===== src/rtl/addsub_arbiter_if.sv =====
// addsub_arbiter_if: request/response bundle between requesters and the shared add/sub arbiter
interface addsub_arbiter_if #(
    parameter int NUM_REQ = 4,
    parameter int ID_W = 2
);
    logic [NUM_REQ-1:0]    req;
    logic [16*NUM_REQ-1:0] a_in;
    logic [16*NUM_REQ-1:0] b_in;
    logic [NUM_REQ-1:0]    sub_in;
    logic [NUM_REQ-1:0]    gnt;
    logic                  rsp_valid;
    logic                  rsp_ready;
    logic [ID_W-1:0]       rsp_id;
    logic [15:0]           result;
    logic                  sat;
    logic                  busy;
    modport master (
        output req, a_in, b_in, sub_in, rsp_ready,
        input  gnt, rsp_valid, rsp_id, result, sat, busy
    );
    modport slave (
        input  req, a_in, b_in, sub_in, rsp_ready,
        output gnt, rsp_valid, rsp_id, result, sat, busy
    );
endinterface


===== src/rtl/addsub_arbiter.sv =====
// addsub_arbiter: round-robin sharing of one 16-bit saturating add/sub unit among NUM_REQ requesters
module addsub_16bit (
    input  logic [15:0] a,
    input  logic [15:0] b,
    input  logic        sub,
    output logic [15:0] sum
);
    logic [15:0] bc;
    logic [15:0] raw;
    logic        ovf;
    // two's-complement add of A and (possibly inverted) B, clamped on signed overflow
    always_comb begin
        bc  = sub ? ~b : b;
        raw = a + bc + {15'd0, sub};
        ovf = (~a[15] & ~bc[15] & raw[15]) | (a[15] & bc[15] & ~raw[15]);
        sum = ovf ? (a[15] ? 16'h8000 : 16'h7FFF) : raw;
    end
endmodule

module addsub_arbiter #(
    parameter int NUM_REQ = 4,
    parameter int ID_W = 2
) (
    input logic clk,
    input logic rst,
    addsub_arbiter_if.slave bus
);
    localparam logic [1:0] IDLE = 2'd0;
    localparam logic [1:0] EXEC = 2'd1;
    localparam logic [1:0] RESP = 2'd2;

    logic [1:0]      state;
    logic [ID_W-1:0] ptr;
    logic [ID_W-1:0] win;
    logic [ID_W-1:0] cand;
    logic            found;
    logic [15:0]     op_a;
    logic [15:0]     op_b;
    logic            op_sub;
    logic [ID_W-1:0] op_id;
    logic [15:0]     bc;
    logic [15:0]     raw;
    logic            sat_c;
    logic [15:0]     sum;

    addsub_16bit u_addsub (
        .a   (op_a),
        .b   (op_b),
        .sub (op_sub),
        .sum (sum)
    );

    // search from ptr upward with wrap; scanning farthest-first leaves the nearest hit in win
    always_comb begin
        win   = '0;
        found = 1'b0;
        cand  = '0;
        for (int k = NUM_REQ - 1; k >= 0; k--) begin
            cand = ID_W'((int'(ptr) + k) % NUM_REQ);
            if (bus.req[cand]) begin
                win   = cand;
                found = 1'b1;
            end
        end
    end

    // saturation flag recomputed from the operand registers with the same rule the unit clamps on
    always_comb begin
        bc    = op_sub ? ~op_b : op_b;
        raw   = op_a + bc + {15'd0, op_sub};
        sat_c = (~op_a[15] & ~bc[15] & raw[15]) | (op_a[15] & bc[15] & ~raw[15]);
    end

    // one-hot grant only in IDLE, suppressed while reset is held; status derived from state
    always_comb begin
        bus.gnt       = (!rst && state == IDLE && found) ? NUM_REQ'(1) << win : '0;
        bus.rsp_valid = state == RESP;
        bus.busy      = state != IDLE;
    end

    // grant -> execute -> respond sequencer; ptr advances past the winner on handshake
    always_ff @(posedge clk or posedge rst) begin
        if (rst) begin
            state      <= IDLE;
            ptr        <= '0;
            op_a       <= '0;
            op_b       <= '0;
            op_sub     <= 1'b0;
            op_id      <= '0;
            bus.result <= '0;
            bus.rsp_id <= '0;
            bus.sat    <= 1'b0;
        end else begin
            case (state)
                IDLE: if (found) begin
                    op_a   <= bus.a_in[int'(win)*16 +: 16];
                    op_b   <= bus.b_in[int'(win)*16 +: 16];
                    op_sub <= bus.sub_in[win];
                    op_id  <= win;
                    state  <= EXEC;
                end
                EXEC: begin
                    bus.result <= sum;
                    bus.rsp_id <= op_id;
                    bus.sat    <= sat_c;
                    state      <= RESP;
                end
                RESP: if (bus.rsp_ready) begin
                    ptr   <= (int'(op_id) == NUM_REQ - 1) ? '0 : op_id + 1'b1;
                    state <= IDLE;
                end
                default: state <= IDLE;
            endcase
        end
    end
endmodule


===== src/flat_wrapper.sv =====
// flat-port wrapper written by rule: the top's interface ports become plain ports
module addsub_arbiter_flat 
#(
    parameter int NUM_REQ = 4,
    parameter int ID_W = 2
)
  (clk, rst, bus_req, bus_a_in, bus_b_in, bus_sub_in, bus_rsp_ready, bus_gnt, bus_rsp_valid, bus_rsp_id, bus_result, bus_sat, bus_busy);
  addsub_arbiter_if #(.NUM_REQ(NUM_REQ), .ID_W(ID_W)) bus_i ();
  input logic clk;
  input logic rst;
  input wire logic [$bits(bus_i.req)-1:0] bus_req;
  input wire logic [$bits(bus_i.a_in)-1:0] bus_a_in;
  input wire logic [$bits(bus_i.b_in)-1:0] bus_b_in;
  input wire logic [$bits(bus_i.sub_in)-1:0] bus_sub_in;
  input wire logic [$bits(bus_i.rsp_ready)-1:0] bus_rsp_ready;
  output wire logic [$bits(bus_i.gnt)-1:0] bus_gnt;
  output wire logic [$bits(bus_i.rsp_valid)-1:0] bus_rsp_valid;
  output wire logic [$bits(bus_i.rsp_id)-1:0] bus_rsp_id;
  output wire logic [$bits(bus_i.result)-1:0] bus_result;
  output wire logic [$bits(bus_i.sat)-1:0] bus_sat;
  output wire logic [$bits(bus_i.busy)-1:0] bus_busy;
  assign bus_i.req = bus_req;
  assign bus_i.a_in = bus_a_in;
  assign bus_i.b_in = bus_b_in;
  assign bus_i.sub_in = bus_sub_in;
  assign bus_i.rsp_ready = bus_rsp_ready;
  assign bus_gnt = bus_i.gnt;
  assign bus_rsp_valid = bus_i.rsp_valid;
  assign bus_rsp_id = bus_i.rsp_id;
  assign bus_result = bus_i.result;
  assign bus_sat = bus_i.sat;
  assign bus_busy = bus_i.busy;
  addsub_arbiter #(.NUM_REQ(NUM_REQ), .ID_W(ID_W)) u_core (.clk(clk), .rst(rst), .bus(bus_i));
endmodule

===== config.mk =====
export PLATFORM = sky130hd
export DESIGN_NAME = addsub_arbiter_flat
export DESIGN_NICKNAME = d
export VERILOG_FILES = /design/src/rtl/addsub_arbiter_if.sv /design/src/rtl/addsub_arbiter.sv /design/src/flat_wrapper.sv
export SDC_FILE = /design/constraint.sdc
export NUM_CORES = 1
export LEC_CHECK = 0
export ABC_CLOCK_PERIOD_IN_PS = 13400
export BUFFER_PORTS_ARGS = -buffer_cell sky130_fd_sc_hd__buf_4
export CAP_MARGIN = 10
export CORE_MARGIN = 5
export CORE_UTILIZATION = 47
export CTS_BUF_LIST = sky130_fd_sc_hd__clkbuf_8
export DETAILED_ROUTE_END_ITERATION = 7
export GPL_TIMING_DRIVEN = 0
export HOLD_SLACK_MARGIN = 0.15
export PLACE_DENSITY = 0.73
export SYNTH_ARGS = -nofsm -noshare
export SYNTH_HDL_FRONTEND = slang
export SYNTH_HIERARCHICAL = 1
export SYNTH_SLANG_ARGS = --single-unit

===== constraint.sdc =====
create_clock -name clk -period 13.4 [get_ports clk]
set_clock_uncertainty 0.2 [all_clocks]
set_input_delay 3.35 -clock clk [delete_from_list [all_inputs] [get_ports clk]]
set_output_delay 3.35 -clock clk [all_outputs]
set_load 0.05 [all_outputs]

==> results_dict.tcl <==
set metrics [dict create \
    status "complete, no violations" \
    drive_above_1_share 0.380 \
    cts_hold_buf 0 \
    grt_util_met1 0.272 \
    max-clock-path-buffers 2 \
    routedWlPerCell_um 16.7 \
    path_class "input pin to output port" \
    clk_latency_ns 0.34 \
    worst_ep_arrival_time_ns 4.99 \
    synth_common_cells "dfrtp_1, nor2_1, mux2i_1, xor2_1, ha_1" \
    fin_ws_ns 4.86 \
    post-place-ws_ns 4.86 \
    grt_pass1_vias 4542 \
    dr.pass1.iters 4 \
    postSynthAreaPerCell_um2 10.1 \
    yosysSeqAreaShare 0.298 \
    drc 0 \
    cts_made_buffers 9 \
    synth_largest_area_cell "dfrtp_1" \
    clkSinkCount 58 \
    hold_viol_final 0 \
    grt_first_pass_wirelength_mm 22.0 \
    ys_ff_latch 58 \
    hp-class "flop to flop" \
    postCtsResizedCells 0 \
    end_kind "output port" \
    h-tree-depth 3 \
    r2r_slack_ns 8.54 \
    std_cell_rows 37 \
    fin_nets 835 \
    core_um2 10200 \
    r2r-end "u_core/bus.result[6]" \
    tritoncts "yes" \
    dp_hpwl_mm 11.3 \
    syn-cell-area_um2 4870 \
    area_growth_pct 32.3 \
    cp-start-kind "input pin" \
    synthFlopType "dfrtp_1" \
    slew-limit-headroom 0.514 \
    vias_per_cell 5.40 \
    max_slew.worst_pin.slew_ns 0.708 \
    whs_path_depth 2 \
    die_area_um2 12500 \
    gr-total-overflow 0 \
    tns_ns 0 \
    worstHoldStart "u_core/bus.sat" \
    period_share 0.637 \
    cp.required_ns 9.85 \
    grt.total_usage 0.217 \
    max_freq_mhz 117 \
    synth_edf_count 0 \
    rr_startpoint "u_core/op_sub" \
    drv_slew 0 \
    n_fill_cell 853 \
    grt_start_max_net_pins 32 \
    use_met2 0.372 \
    synth_top_cell_area_share 0.298 \
    grt.met3_usage 0.0462 \
    clkTransAtPathRegs_ns 0.07 \
    rsz0062_at_grt "false" \
    power_density_nw_per_um2 309 \
    cts_setup_buffers 0 \
    syn_nets 660 \
    antenna_found_initial 0 \
    drv_cap 0 \
    final.min_clock_period_ns 8.54 \
    min_to "u_core/bus.sat" \
    ys_types 50 \
    synth_area_leaders "dfrtp_1, mux2_4, ha_1" \
    gp_congestion 0.908 \
    async_flop_share 1.00 \
    totalWireLength_mm 13.4 \
    ioPinCount 164 \
    ant_nets 0 \
    rr_worst_depth 15 \
    first_iter_violations 171 \
    io_buffers 163 \
    cts-root-buf "clkbuf_8" \
    cp_max_fo 10 \
    antenna_cells 0 \
    finalSetupViolations 0 \
    netlist_instances 485 \
    yosysMostFrequentCell "dfrtp_1" \
    fin_util 0.630 \
    chipHeight_um 112 \
    top_usage_layer "met2" \
    p_leak_nw 3.32 \
    ir_drop_v 0.000164 \
    yosysWarnings 6 \
    power_mw 1.99 \
    die_w_um 112 \
    num_vias 4318 \
    start_util 0.476 \
]
flip-flops by register name, indices dropped and copies added (netlist names):
name,count
u_core/bus.result,16
u_core/op_a,16
u_core/op_b,16
u_core/bus.rsp_id,2
u_core/op_id,2
u_core/ptr,2
u_core/state,2
u_core/bus.sat,1
u_core/op_sub,1
power breakdown:
part	switching, mW	internal, mW
registers	0.0911	0.268
logic	0.857	0.644
clock network	0.0684	0.0644
critical path, cell delays in order:
cell and delay (ns):
buf_4 0.12, o41ai_2 0.47, buf_2 0.33, buf_2 0.27, nor2_1 0.07, and3_1 0.18, buf_4 0.18
layout make-up:
cell class | count | area (µm²) | share of cell area
sequential | 58 | 1450 | 0.225
timing repair buffer | 164 | 1240 | 0.193
clock inverter | 6 | 35.0 | 0.00543
clock buffer | 9 | 124 | 0.0192
tap | 136 | 170 | 0.0264
inverter | 14 | 52.6 | 0.00815
buffer | 28 | 166 | 0.0258
multi-input combinational | 385 | 3200 | 0.497
layer usage:
metal	wire length, µm	part of all wire
met1	5750	0.43
met2	6560	0.49
met3	801	0.060
met4	249	0.019
met5	0	0
through the flow:
stage | cells | cell area, µm² | hold WS, ns
floorplan | 485 | 4870 | 0.270
global placement | 784 | 6270 | 0.270
detailed placement | 785 | 6290 | 0.280
CTS | 800 | 6450 | 0.295
global route | 800 | 6450 | 0.326
finish | 800 | 6450 | 0.293
logic make-up after synthesis:
logic type / after synthesis / share of synthesized area
and+or+nand+nor: 112 / 0.107
buffers and inverters: 42 / 0.0449
adders and majority gates: 36 / 0.0955
xor gates and xnor gates: 40 / 0.0719
AOI/OAI and AO/OA: 105 / 0.157
muxes: 92 / 0.227
DFF: 58 / 0.298
worst max path at each step:
stage / start / endpoint / slack [ns] / cells past startpoint
2_1_floorplan: bus_req[2] / bus_gnt[3] / 4.40 / 4
4_1_cts: bus_req[3] / bus_gnt[1] / 4.87 / 7
5_1_grt: bus_req[3] / bus_gnt[1] / 4.75 / 7
3_5_place_dp: bus_req[3] / bus_gnt[1] / 4.86 / 7
6_report: bus_req[3] / bus_gnt[1] / 4.86 / 7
3_3_place_gp: bus_req[3] / bus_gnt[1] / 4.85 / 7
layout by cell type (no fill, tap or decap), types with 2 or more instances in the layout:
| cell type | count |
|---|---|
| buf_4 | 167 |
| dfrtp_1 | 58 |
| nor2_1 | 45 |
| mux2i_1 | 38 |
| xor2_1 | 36 |
| ha_1 | 34 |
| a221o_1 | 32 |
| mux2_4 | 31 |
| a21oi_1 | 29 |
| nand2_1 | 28 |
| mux2_2 | 21 |
| o21ai_0 | 19 |
| inv_1 | 13 |
| nand3_1 | 11 |
| clkbuf_1 | 10 |
| clkbuf_8 | 9 |
| nand4_1 | 9 |
| buf_2 | 7 |
| buf_6 | 5 |
| a31oi_1 | 5 |
| clkinv_2 | 4 |
| xnor2_1 | 4 |
| nand2b_1 | 3 |
| nor4_1 | 3 |
| a21o_1 | 3 |
| clkinvlp_4 | 2 |
| buf_1 | 2 |
| nor3b_1 | 2 |
| mux2_1 | 2 |
| and3_1 | 2 |
| or3_1 | 2 |
| a211o_1 | 2 |
| o31a_1 | 2 |
| and4_1 | 2 |
| fa_1 | 2 |
Power figures use the tool's default switching activity.
